===== src/rtl/game_turn_manager.sv =====
`default_nettype none
// ============================================================================
// Module   : game_turn_manager
// Purpose  : Two-player turn sequencer. It runs per-turn timers and a settle
//            gap between turns. It resolves each shot against the opponent's
//            hit box, applies saturating damage and declares the winner.
// Revision : 1.0 - initial release
// ============================================================================
module game_turn_manager #(
  parameter int TURN_FRAMES   = 600,
  parameter int SETTLE_FRAMES = 30,
  parameter int HP_INIT       = 100,
  parameter int DMG_NORMAL    = 10,
  parameter int DMG_HEAVY     = 25,
  parameter int R_NORMAL      = 16,
  parameter int R_HEAVY       = 8
) (
  input  logic       frame_clk,
  input  logic       Reset_n,
  input  logic       start_game,
  input  logic       p1_fire_on,
  input  logic       p2_fire_on,
  input  logic       p1_weapon_mode,
  input  logic       p2_weapon_mode,
  input  logic [9:0] impact_x,
  input  logic [9:0] impact_y,
  input  logic [9:0] p1_pos_x,
  input  logic [9:0] p1_pos_y,
  input  logic [9:0] p2_pos_x,
  input  logic [9:0] p2_pos_y,
  output logic [1:0] game_turn,
  output logic [6:0] p1_hp,
  output logic [6:0] p2_hp,
  output logic [9:0] turn_timer,
  output logic       hit_flash,
  output logic       game_over,
  output logic [1:0] winner
);

  localparam logic [2:0] S_IDLE       = 3'd0;
  localparam logic [2:0] S_P1_TURN    = 3'd1;
  localparam logic [2:0] S_P1_RESOLVE = 3'd2;
  localparam logic [2:0] S_SETTLE     = 3'd3;
  localparam logic [2:0] S_P2_TURN    = 3'd4;
  localparam logic [2:0] S_P2_RESOLVE = 3'd5;
  localparam logic [2:0] S_GAME_OVER  = 3'd6;

  localparam logic [9:0]  TIMER_LOAD  = 10'(TURN_FRAMES - 1);
  localparam logic [15:0] SETTLE_LOAD = 16'(SETTLE_FRAMES - 1);
  localparam logic [6:0]  HP_LOAD     = 7'(HP_INIT);
  localparam logic [6:0]  DMG_N       = 7'(DMG_NORMAL);
  localparam logic [6:0]  DMG_H       = 7'(DMG_HEAVY);
  localparam logic [10:0] RAD_N       = 11'(R_NORMAL);
  localparam logic [10:0] RAD_H       = 11'(R_HEAVY);

  logic [2:0]  state, state_nxt;
  logic [9:0]  shot_x, shot_y, shot_x_nxt, shot_y_nxt;
  logic        shot_mode, shot_mode_nxt;
  logic        next_is_p2, next_is_p2_nxt;
  logic [15:0] settle_cnt, settle_nxt;
  logic [1:0]  game_turn_nxt, winner_nxt;
  logic [6:0]  p1_hp_nxt, p2_hp_nxt;
  logic [9:0]  timer_nxt;
  logic        flash_nxt, over_nxt;

  logic        resolving, resolving_p1, hit, opp_dead;
  logic [9:0]  opp_x, opp_y;
  logic [10:0] dx, dy, rad;
  logic [6:0]  opp_hp, dmg, opp_hp_after;

  // Shot resolution: widened unsigned distance test against the opponent box
  always_comb begin
    resolving    = (state == S_P1_RESOLVE) || (state == S_P2_RESOLVE);
    resolving_p1 = (state == S_P1_RESOLVE);
    opp_x        = resolving_p1 ? p2_pos_x : p1_pos_x;
    opp_y        = resolving_p1 ? p2_pos_y : p1_pos_y;
    dx           = ({1'b0, shot_x} >= {1'b0, opp_x}) ? ({1'b0, shot_x} - {1'b0, opp_x})
                                                     : ({1'b0, opp_x} - {1'b0, shot_x});
    dy           = ({1'b0, shot_y} >= {1'b0, opp_y}) ? ({1'b0, shot_y} - {1'b0, opp_y})
                                                     : ({1'b0, opp_y} - {1'b0, shot_y});
    rad          = shot_mode ? RAD_H : RAD_N;
    dmg          = shot_mode ? DMG_H : DMG_N;
    hit          = resolving && (dx <= rad) && (dy <= rad);
    opp_hp       = resolving_p1 ? p2_hp : p1_hp;
    opp_hp_after = hit ? ((opp_hp > dmg) ? (opp_hp - dmg) : 7'd0) : opp_hp;
    opp_dead     = (opp_hp_after == 7'd0);
  end

  // State register
  always_ff @(posedge frame_clk or negedge Reset_n) begin
    if (!Reset_n) state <= S_IDLE;
    else          state <= state_nxt;
  end

  // Next-state logic
  always_comb begin
    state_nxt = state;
    case (state)
      S_IDLE:       if (start_game) state_nxt = S_P1_TURN;
      S_P1_TURN:    if (p1_fire_on) state_nxt = S_P1_RESOLVE;
                    else if (turn_timer == 10'd0) state_nxt = S_SETTLE;
      S_P2_TURN:    if (p2_fire_on) state_nxt = S_P2_RESOLVE;
                    else if (turn_timer == 10'd0) state_nxt = S_SETTLE;
      S_P1_RESOLVE,
      S_P2_RESOLVE: state_nxt = opp_dead ? S_GAME_OVER : S_SETTLE;
      S_SETTLE:     if (settle_cnt == 16'd0) state_nxt = next_is_p2 ? S_P2_TURN : S_P1_TURN;
      S_GAME_OVER:  if (start_game) state_nxt = S_IDLE;
      default:      state_nxt = S_IDLE;
    endcase
  end

  // Next values of every registered output and of the captured shot
  always_comb begin
    game_turn_nxt = 2'b00;
    if (state_nxt == S_P1_TURN) game_turn_nxt = 2'b01;
    if (state_nxt == S_P2_TURN) game_turn_nxt = 2'b10;

    timer_nxt = 10'd0;
    if ((state_nxt == S_P1_TURN) || (state_nxt == S_P2_TURN))
      timer_nxt = (state == state_nxt) ? (turn_timer - 10'd1) : TIMER_LOAD;

    settle_nxt = 16'd0;
    if (state_nxt == S_SETTLE)
      settle_nxt = (state == S_SETTLE) ? (settle_cnt - 16'd1) : SETTLE_LOAD;

    p1_hp_nxt = p1_hp;
    p2_hp_nxt = p2_hp;
    if (((state == S_IDLE) || (state == S_GAME_OVER)) && start_game) begin
      p1_hp_nxt = HP_LOAD;
      p2_hp_nxt = HP_LOAD;
    end
    if (state == S_P1_RESOLVE) p2_hp_nxt = opp_hp_after;
    if (state == S_P2_RESOLVE) p1_hp_nxt = opp_hp_after;

    flash_nxt = hit;
    over_nxt  = (state_nxt == S_GAME_OVER);

    winner_nxt = 2'b00;
    if (state_nxt == S_GAME_OVER)
      winner_nxt = (state == S_GAME_OVER) ? winner : (resolving_p1 ? 2'b01 : 2'b10);

    shot_x_nxt    = shot_x;
    shot_y_nxt    = shot_y;
    shot_mode_nxt = shot_mode;
    if ((state == S_P1_TURN) && p1_fire_on) begin
      shot_x_nxt = impact_x; shot_y_nxt = impact_y; shot_mode_nxt = p1_weapon_mode;
    end
    if ((state == S_P2_TURN) && p2_fire_on) begin
      shot_x_nxt = impact_x; shot_y_nxt = impact_y; shot_mode_nxt = p2_weapon_mode;
    end

    next_is_p2_nxt = next_is_p2;
    if ((state == S_P1_TURN) && (state_nxt != S_P1_TURN)) next_is_p2_nxt = 1'b1;
    if ((state == S_P2_TURN) && (state_nxt != S_P2_TURN)) next_is_p2_nxt = 1'b0;
    if ((state == S_IDLE) || (state == S_GAME_OVER))      next_is_p2_nxt = 1'b0;
  end

  // Output and datapath registers
  always_ff @(posedge frame_clk or negedge Reset_n) begin
    if (!Reset_n) begin
      game_turn  <= 2'b00;
      p1_hp      <= HP_LOAD;
      p2_hp      <= HP_LOAD;
      turn_timer <= 10'd0;
      hit_flash  <= 1'b0;
      game_over  <= 1'b0;
      winner     <= 2'b00;
      settle_cnt <= 16'd0;
      shot_x     <= 10'd0;
      shot_y     <= 10'd0;
      shot_mode  <= 1'b0;
      next_is_p2 <= 1'b0;
    end else begin
      game_turn  <= game_turn_nxt;
      p1_hp      <= p1_hp_nxt;
      p2_hp      <= p2_hp_nxt;
      turn_timer <= timer_nxt;
      hit_flash  <= flash_nxt;
      game_over  <= over_nxt;
      winner     <= winner_nxt;
      settle_cnt <= settle_nxt;
      shot_x     <= shot_x_nxt;
      shot_y     <= shot_y_nxt;
      shot_mode  <= shot_mode_nxt;
      next_is_p2 <= next_is_p2_nxt;
    end
  end

endmodule
`default_nettype wire


===== config.mk =====
export PLATFORM = sky130hd
export DESIGN_NAME = game_turn_manager
export DESIGN_NICKNAME = d
export VERILOG_FILES = /design/src/rtl/game_turn_manager.sv
export SDC_FILE = /design/constraint.sdc
export NUM_CORES = 1
export LEC_CHECK = 0
export CAP_MARGIN = 5
export CORE_MARGIN = 1.5
export CORE_UTILIZATION = 55
export CTS_CLUSTER_DIAMETER = 80
export CTS_CLUSTER_SIZE = 40
export DETAILED_ROUTE_END_ITERATION = 6
export PLACE_DENSITY_LB_ADDON = 0.12
export SLEW_MARGIN = 40
export SYNTH_ARGS = -nofsm -noshare
export SYNTH_HDL_FRONTEND = slang
export SYNTH_SLANG_ARGS = --single-unit

===== constraint.sdc =====
create_clock -name frame_clk -period 7.6 [get_ports frame_clk]
set_clock_uncertainty 0.2 [all_clocks]
set_input_delay 1.52 -clock frame_clk [delete_from_list [all_inputs] [get_ports frame_clk]]
set_output_delay 1.52 -clock frame_clk [all_outputs]
set_load 0.01 [all_outputs]

==> results of run 1 <==
power breakdown:
group	internal [uW]	leakage, uW	switching, uW
clock network	156	0.000102	175
logic	1200	0.00231	1700
registers	534	0.000913	153
metrics by stage:
stage / hold WS [ns] / power [uW] / util, % / setup WS [ns] / area [um^2]
final: 0.3060 / 3918 / 68.32 / 0.5732 / 7438
after global routing: 0.3176 / 4273 / 68.32 / 0.1704 / 7438
after CTS: 0.3070 / 3882 / 68.25 / 0.5792 / 7431
after detailed placement: 0.2947 / 3533 / 66.38 / 0.2851 / 7227
after global placement: 0.2907 / 3467 / 66.34 / 0.4434 / 7223
after floorplan: 0.3009 / 2848 / - / 1.222 / 6177
worst max-delay path: cells and delay by family:
| family | cells | cell delay (ns) |
|---|---|---|
| AO/OA/AOI/OAI | 10 | 2.18 |
| XOR/XNOR | 1 | 0.17 |
| adder cells (fa/ha/maj) | 2 | 0.62 |
| buffers and inverters | 1 | 0.45 |
| multiplexers | 1 | 0.33 |
| AND/OR/NAND/NOR | 7 | 1.81 |
worst min path at each step:
| stage | from | to |
|---|---|---|
| 2_1_floorplan | p2_hp[6]$_DFFE_PN1P_ | p2_hp[6]$_DFFE_PN1P_ |
| 3_3_place_gp | p2_hp[6]$_DFFE_PN1P_ | p2_hp[6]$_DFFE_PN1P_ |
| 3_5_place_dp | p2_hp[6]$_DFFE_PN1P_ | p2_hp[6]$_DFFE_PN1P_ |
| 4_1_cts | p2_hp[6]$_DFFE_PN1P_ | p2_hp[6]$_DFFE_PN1P_ |
| 5_1_grt | p2_hp[6]$_DFFE_PN1P_ | p2_hp[6]$_DFFE_PN1P_ |
| 6_report | p2_hp[6]$_DFFE_PN1P_ | p2_hp[6]$_DFFE_PN1P_ |
synthesized netlist by cell type (all sizes together), types with 3 or more instances:
master   instances  area (um^2)
a2111oi          4        72.57
a211oi          13        102.6
a21boi           5        37.54
a21o             5        37.54
a21oi           58        305.3
a31oi            8        65.06
and2             9        61.31
buf             17        101.3
clkbuf          14        53.80
dfrtp           65         1627
dfstp            6        157.7
ha              49        613.1
inv             66        247.7
mux2             4        52.55
mux2i           10        103.9
nand2          130        488.0
nand2b          12        75.07
nand3           13        77.58
nand4            9        56.30
nor2            56        234.0
nor2b           10        62.56
nor3            22        110.1
nor3b            6        61.31
nor4             4        25.02
o211ai           7        52.55
o21a             7        60.05
o21ai           59        310.3
o21bai           4        30.03
o22ai            4        25.02
o31a             4        43.80
o31ai            6        50.05
o41ai            3        26.28
or3              6        37.54
or4              9        75.07
xnor2           21        183.9
xor2             9        78.83
layer usage:
metal  routed length, um  global-route usage, %  part of all wire (%)  vias up
met5                   0                      0                     0        -
met4                 405                  10.53                   2.4        0
met3                1095                  5.439                   6.5       31
met2                8006                  48.57                    47      205
met1                7373                  38.68                    44     2825
li1                    -                      -                     -     2890
registers in the layout, indices dropped and copies added, names as in the netlist:
signal,flops
winner,2
shot_x,10
hit_flash,1
p2_hp,7
shot_mode,1
shot_y,10
state,3
turn_timer,10
p1_hp,7
game_over,1
next_is_p2,1
game_turn,2
settle_cnt,16
kinds of logic after synthesis:
family	share of synthesized area (%)
AOI/OAI and AO/OA	23.42
xor gates and xnor gates	4.254
buffers and inverters	6.522
DFF	28.88
adders and majority gates	10.25
and+or+nand+nor	24.14
muxes	2.532
repair_timing:
| item | CTS | global route |
|---|---|---|
| gates resized for setup | 0 | 1 |
| hold endpoints to repair | 0 | 0 |
| endpoints found under the setup margin | 0 | 1 |
final cells by class:
type	instances	share of cell area, %
multi-input cells	605	53.78
flip-flops and latches	71	23.99
repair buffers	105	13.81
inverters	66	3.331
well taps	140	2.355
clock buffers	9	1.665
clock inverters	7	1.077
==> impl_metrics.env, run 1 <==
export IMPL_start_kind="primary input"
export IMPL_area_delta_synth_final_pct=20.42
export IMPL_multi_input_area_um2=4000
export IMPL_run_status="completed"
export IMPL_slew_headroom_pct=54.66
export IMPL_reg2reg_slack_ns=0.72
export IMPL_hpwlAfterDp_mm=12.72
export IMPL_dieArea_um2=11880
export IMPL_gp_congestion=0.9057
export IMPL_die_w_um=109.0
export IMPL_cp_slowest_cell="clkdlybuf4s50_1"
export IMPL_reg2regPathDepth=23
export IMPL_final_common_cell="nand2_1"
export IMPL_cts_buffers=9
export IMPL_yosysWarnings=0
export IMPL_clkTransAtPathRegs_ns=0.08
export IMPL_synth_distinct_cells=88
export IMPL_fin_crit_ns=7.027
export IMPL_route_vias_total=5951
export IMPL_hold_depth=1
export IMPL_core_area_um2=10890
export IMPL_rr_endpoint="settle_cnt[0]$_DFF_PN0_"
export IMPL_r2r_start="state[0]$_DFF_PN0_"
export IMPL_fmax_ghz=0.1423
export IMPL_grt_max_degree=72
export IMPL_worst_pin_slew_ns=0.6743
export IMPL_crit_path_cell_trace="clkdlybuf4s50_1, nand2_1, nand2_1, ha_1, a21oi_1, a21oi_1, o221a_2, nor3_1, o21ai_0, o21ai_0, xnor2_1, ha_1, nor2b_1, or2_2, a31oi_1, o221ai_1, nor4_1, o211ai_1, and4b_1, mux2_4, o21a_4, a2111oi_4"
export IMPL_clockBufferDepth=2
export IMPL_htreeDepth=3
export IMPL_yosysSeqAreaShare_pct=28.88
export IMPL_post_cts_buffers=0
export IMPL_layout_nets=975
export IMPL_syn_avg_cell_area_um2=7.991
export IMPL_drive_above_1_share_pct=8.459
export IMPL_grt_pass1_vias=5653
export IMPL_maxSlewViolCount=0
export IMPL_setup_tns_ns=0
export IMPL_regArea_um2=1784
export IMPL_path_max_fanout=12
export IMPL_critical_path_max_stage_delay_ns=0.45
export IMPL_ioPinCount=97
export IMPL_hold_violations=0
export IMPL_grt_use_total_pct=29.50
export IMPL_dpl_cell_count=987
export IMPL_drtIter0Drc=332
export IMPL_die_y_um=109.0
export IMPL_antenna_found_initial=0
export IMPL_ys_ff_latch=71
export IMPL_cp_end_kind="flip-flop"
export IMPL_grt_ovfl_total=0
export IMPL_dominantRegCellSynth="dfrtp_1"
export IMPL_powerDensity_nw_per_um2=526.8
export IMPL_cts_root_buf="clkbuf_8"
export IMPL_synthesis_nets=890
export IMPL_postRouteAntennaNets=0
export IMPL_crit_end="settle_cnt[0]$_DFF_PN0_"
export IMPL_layout_common_cells="nand2_1 (130), clkdlybuf4s50_1 (95), inv_1 (66), dfrtp_1 (65), o21ai_0 (57)"
export IMPL_grt_pass1_wl_mm=27.23
export IMPL_async_flop_share_pct=100.0
export IMPL_setup_viol=0
export IMPL_startpoint="p2_pos_x[2]"
export IMPL_crit_required_ns=7.66
export IMPL_n_antenna_cell=0
export IMPL_synthesis_instances=773
export IMPL_insertion_delay_ns=0.37
export IMPL_cts_hold_buf=0
export IMPL_io_buffers=96
export IMPL_ir_drop_uv=315.7
export IMPL_instances_no_fill=1003
export IMPL_timing_final_crit_share_pct=92.46
export IMPL_fillers=911
export IMPL_start_util_pct=56.73
export IMPL_rsz0062_at_grt="false"
export IMPL_cts_sinks=71
export IMPL_rows=38
export IMPL_path_class="primary input to flip-flop"
export IMPL_critical_path_arrival_ns=7.09
export IMPL_route_detailed_drc=0
export IMPL_synth_area_um2=6177
export IMPL_dr_pass1_iters=5
export IMPL_power_leakage_uw=0.003324
export IMPL_maxCapViolations=0
export IMPL_wl_per_cell_um=16.83
export IMPL_routed_wl_mm=16.88
export IMPL_tritoncts="done"
export IMPL_min_path_type="flip-flop to flip-flop"
export IMPL_avgViaCountPerCell=5.933
export IMPL_synth_edf_count=0
(Power assumes the default switching activity.)
==> run 2, diff against run 1 <==
--- a/config.mk
+++ b/config.mk
@@ -9,10 +9,11 @@
 export CORE_MARGIN = 1.5
 export CORE_UTILIZATION = 55
 export CTS_CLUSTER_DIAMETER = 80
-export CTS_CLUSTER_SIZE = 40
+export CTS_CLUSTER_SIZE = 8
 export DETAILED_ROUTE_END_ITERATION = 6
+export GPL_ROUTABILITY_DRIVEN = 0
 export PLACE_DENSITY_LB_ADDON = 0.12
-export SLEW_MARGIN = 40
+export SLEW_MARGIN = 20
 export SYNTH_ARGS = -nofsm -noshare
 export SYNTH_HDL_FRONTEND = slang
 export SYNTH_SLANG_ARGS = --single-unit
==> run 2 against run 1 <==
Via count grew 1.4%. Critical endpoint unchanged. Design area barely moved. Sequential cell count unchanged. Clock-buffer cell count unchanged. First-iteration DRC count rose by 41%. Setup slack worse by 0.025 ns. Combinational power barely moved. Register-to-register slack barely moved. Global-route usage down 0.49 points.
==> impl_metrics.env, run 2 (synthesis results as in run 1) <==
export IMPL_maxSlewViolCount=0
export IMPL_multi_input_area_um2=3993
export IMPL_avgViaCountPerCell=6.024
export IMPL_top_register="settle_cnt"
export IMPL_fin_crit_ns=7.052
export IMPL_fillers=914
export IMPL_start_util_pct=56.73
export IMPL_n_antenna_cell=0
export IMPL_final_common_cell="nand2_1"
export IMPL_post_cts_buffers=0
export IMPL_area_delta_synth_final_pct=20.34
export IMPL_start_kind="primary input"
export IMPL_layout_common_cells="nand2_1 (130), clkdlybuf4s50_1 (95), inv_1 (66), dfrtp_1 (65), o21ai_0 (57)"
export IMPL_wl_per_cell_um=16.81
export IMPL_routed_wl_mm=16.84
export IMPL_setup_tns_ns=0
export IMPL_die_y_um=109.0
export IMPL_largest_reg_flops=16
export IMPL_regArea_um2=1784
export IMPL_core_area_um2=10890
export IMPL_io_buffers=96
export IMPL_worst_slack_ns=0.5480
export IMPL_insertion_delay_ns=0.38
export IMPL_fmax_ghz=0.1418
export IMPL_min_path_type="flip-flop to flip-flop"
export IMPL_drtIter0Drc=468
export IMPL_powerDensity_nw_per_um2=529.1
export IMPL_reg2reg_slack_ns=0.73
export IMPL_layout_nets=975
export IMPL_startpoint="p2_pos_x[2]"
export IMPL_route_detailed_drc=0
export IMPL_grt_ovfl_total=0
export IMPL_run_status="completed"
export IMPL_route_vias_total=6036
export IMPL_pre_cts_ws_ns=0.2723
export IMPL_tritoncts="done"
export IMPL_ir_drop_uv=267.3
export IMPL_rr_endpoint="settle_cnt[0]$_DFF_PN0_"
export IMPL_rsz0062_at_grt="false"
export IMPL_setup_viol=0
export IMPL_slew_headroom_pct=36.74
export IMPL_grt_use_total_pct=29.01
export IMPL_antenna_found_initial=0
export IMPL_rows=38
export IMPL_grt_pass1_vias=5850
export IMPL_dr_pass1_iters=5
export IMPL_grt_pass1_wl_mm=27.05
export IMPL_r2r_start="state[1]$_DFF_PN0_"
export IMPL_cts_hold_buf=0
export IMPL_crit_end="settle_cnt[0]$_DFF_PN0_"
export IMPL_cts_buffers=9
export IMPL_dieArea_um2=11880
export IMPL_hpwlAfterDp_mm=12.45
export IMPL_path_max_fanout=12
export IMPL_critical_path_arrival_ns=7.13
export IMPL_clockBufferDepth=2
export IMPL_maxCapViolations=0
export IMPL_die_w_um=109.0
export IMPL_cp_end_kind="flip-flop"
export IMPL_timing_final_crit_share_pct=92.79
export IMPL_cts_sinks=71
export IMPL_postRouteAntennaNets=0
export IMPL_cts_root_buf="clkbuf_8"
export IMPL_crit_required_ns=7.67
export IMPL_worst_pin_slew_ns=0.9417
export IMPL_hold_slack_ns=0.3118
export IMPL_hold_violations=0
export IMPL_cts_resized=0
export IMPL_drive_above_1_share_pct=8.121
export IMPL_ioPinCount=97
export IMPL_path_class="primary input to flip-flop"
export IMPL_htreeDepth=3
export IMPL_reg2regPathDepth=22
export IMPL_power_leakage_uw=0.003324
export IMPL_clkTransAtPathRegs_ns=0.09
export IMPL_grt_max_degree=72
-- run 2: worst min-delay path by stage --
| stage | startpoint | to | slack [ns] | depth (start not counted) |
|---|---|---|---|---|
| floorplan | p2_hp[6]$_DFFE_PN1P_ | p2_hp[6]$_DFFE_PN1P_ | 0.30 | 1 |
| global placement | p2_hp[6]$_DFFE_PN1P_ | p2_hp[6]$_DFFE_PN1P_ | 0.29 | 1 |
| detailed placement | p2_hp[6]$_DFFE_PN1P_ | p2_hp[6]$_DFFE_PN1P_ | 0.30 | 1 |
| CTS | p2_hp[6]$_DFFE_PN1P_ | p2_hp[6]$_DFFE_PN1P_ | 0.31 | 1 |
| global route | p2_hp[6]$_DFFE_PN1P_ | p2_hp[6]$_DFFE_PN1P_ | 0.33 | 1 |
| finish | p2_hp[6]$_DFFE_PN1P_ | p2_hp[6]$_DFFE_PN1P_ | 0.31 | 1 |
-- run 2: critical path, cell delays in order --
cell and delay [ns]:
clkdlybuf4s50_1 0.45, nand2_1 0.05, nand2_1 0.11, ha_1 0.36, a21oi_1 0.28, a21oi_1 0.17
o221a_2 0.28, nor3_1 0.40, o21ai_0 0.20, o21ai_0 0.23, xnor2_1 0.17, ha_1 0.27
nor2b_1 0.16, or2_2 0.30, a31oi_1 0.23, o221ai_1 0.15, nor4_1 0.44, o211ai_1 0.15
and4b_1 0.37, mux2_4 0.33, o21a_4 0.23, a2111oi_4 0.25
-- run 2: layer usage --
layer	track usage, %	routed length, um
met4	13.16	420
met3	3.706	1022
met5	0	0
met1	37.02	7252
met2	48.88	8145
-- run 2: stage by stage --
stage	power [uW]	area, um^2	std cells	util (%)
final	3933	7433	1002	68.27
after CTS	3887	7433	1002	68.27
after global routing	4259	7433	1002	68.27
after floorplan	2848	6177	773	-
after global placement	3414	7223	987	66.34
after detailed placement	3520	7223	987	66.34
-- run 2: power by group --
part / total (uW) / internal, uW / switching, uW / leakage [uW]
Clock: 343 / 182 / 161 / 0.000105
Sequential: 697 / 534 / 163 / 0.000913
Combinational: 2890 / 1200 / 1700 / 0.00231
-- run 2: final cells by class --
class	instances	area share, %
clock buffers	9	1.666
clock inverters	6	1.161
inverters	66	3.333
multi-input cells	605	53.71
flip-flops and latches	71	24.00
well taps	140	2.357
repair buffers	105	13.77
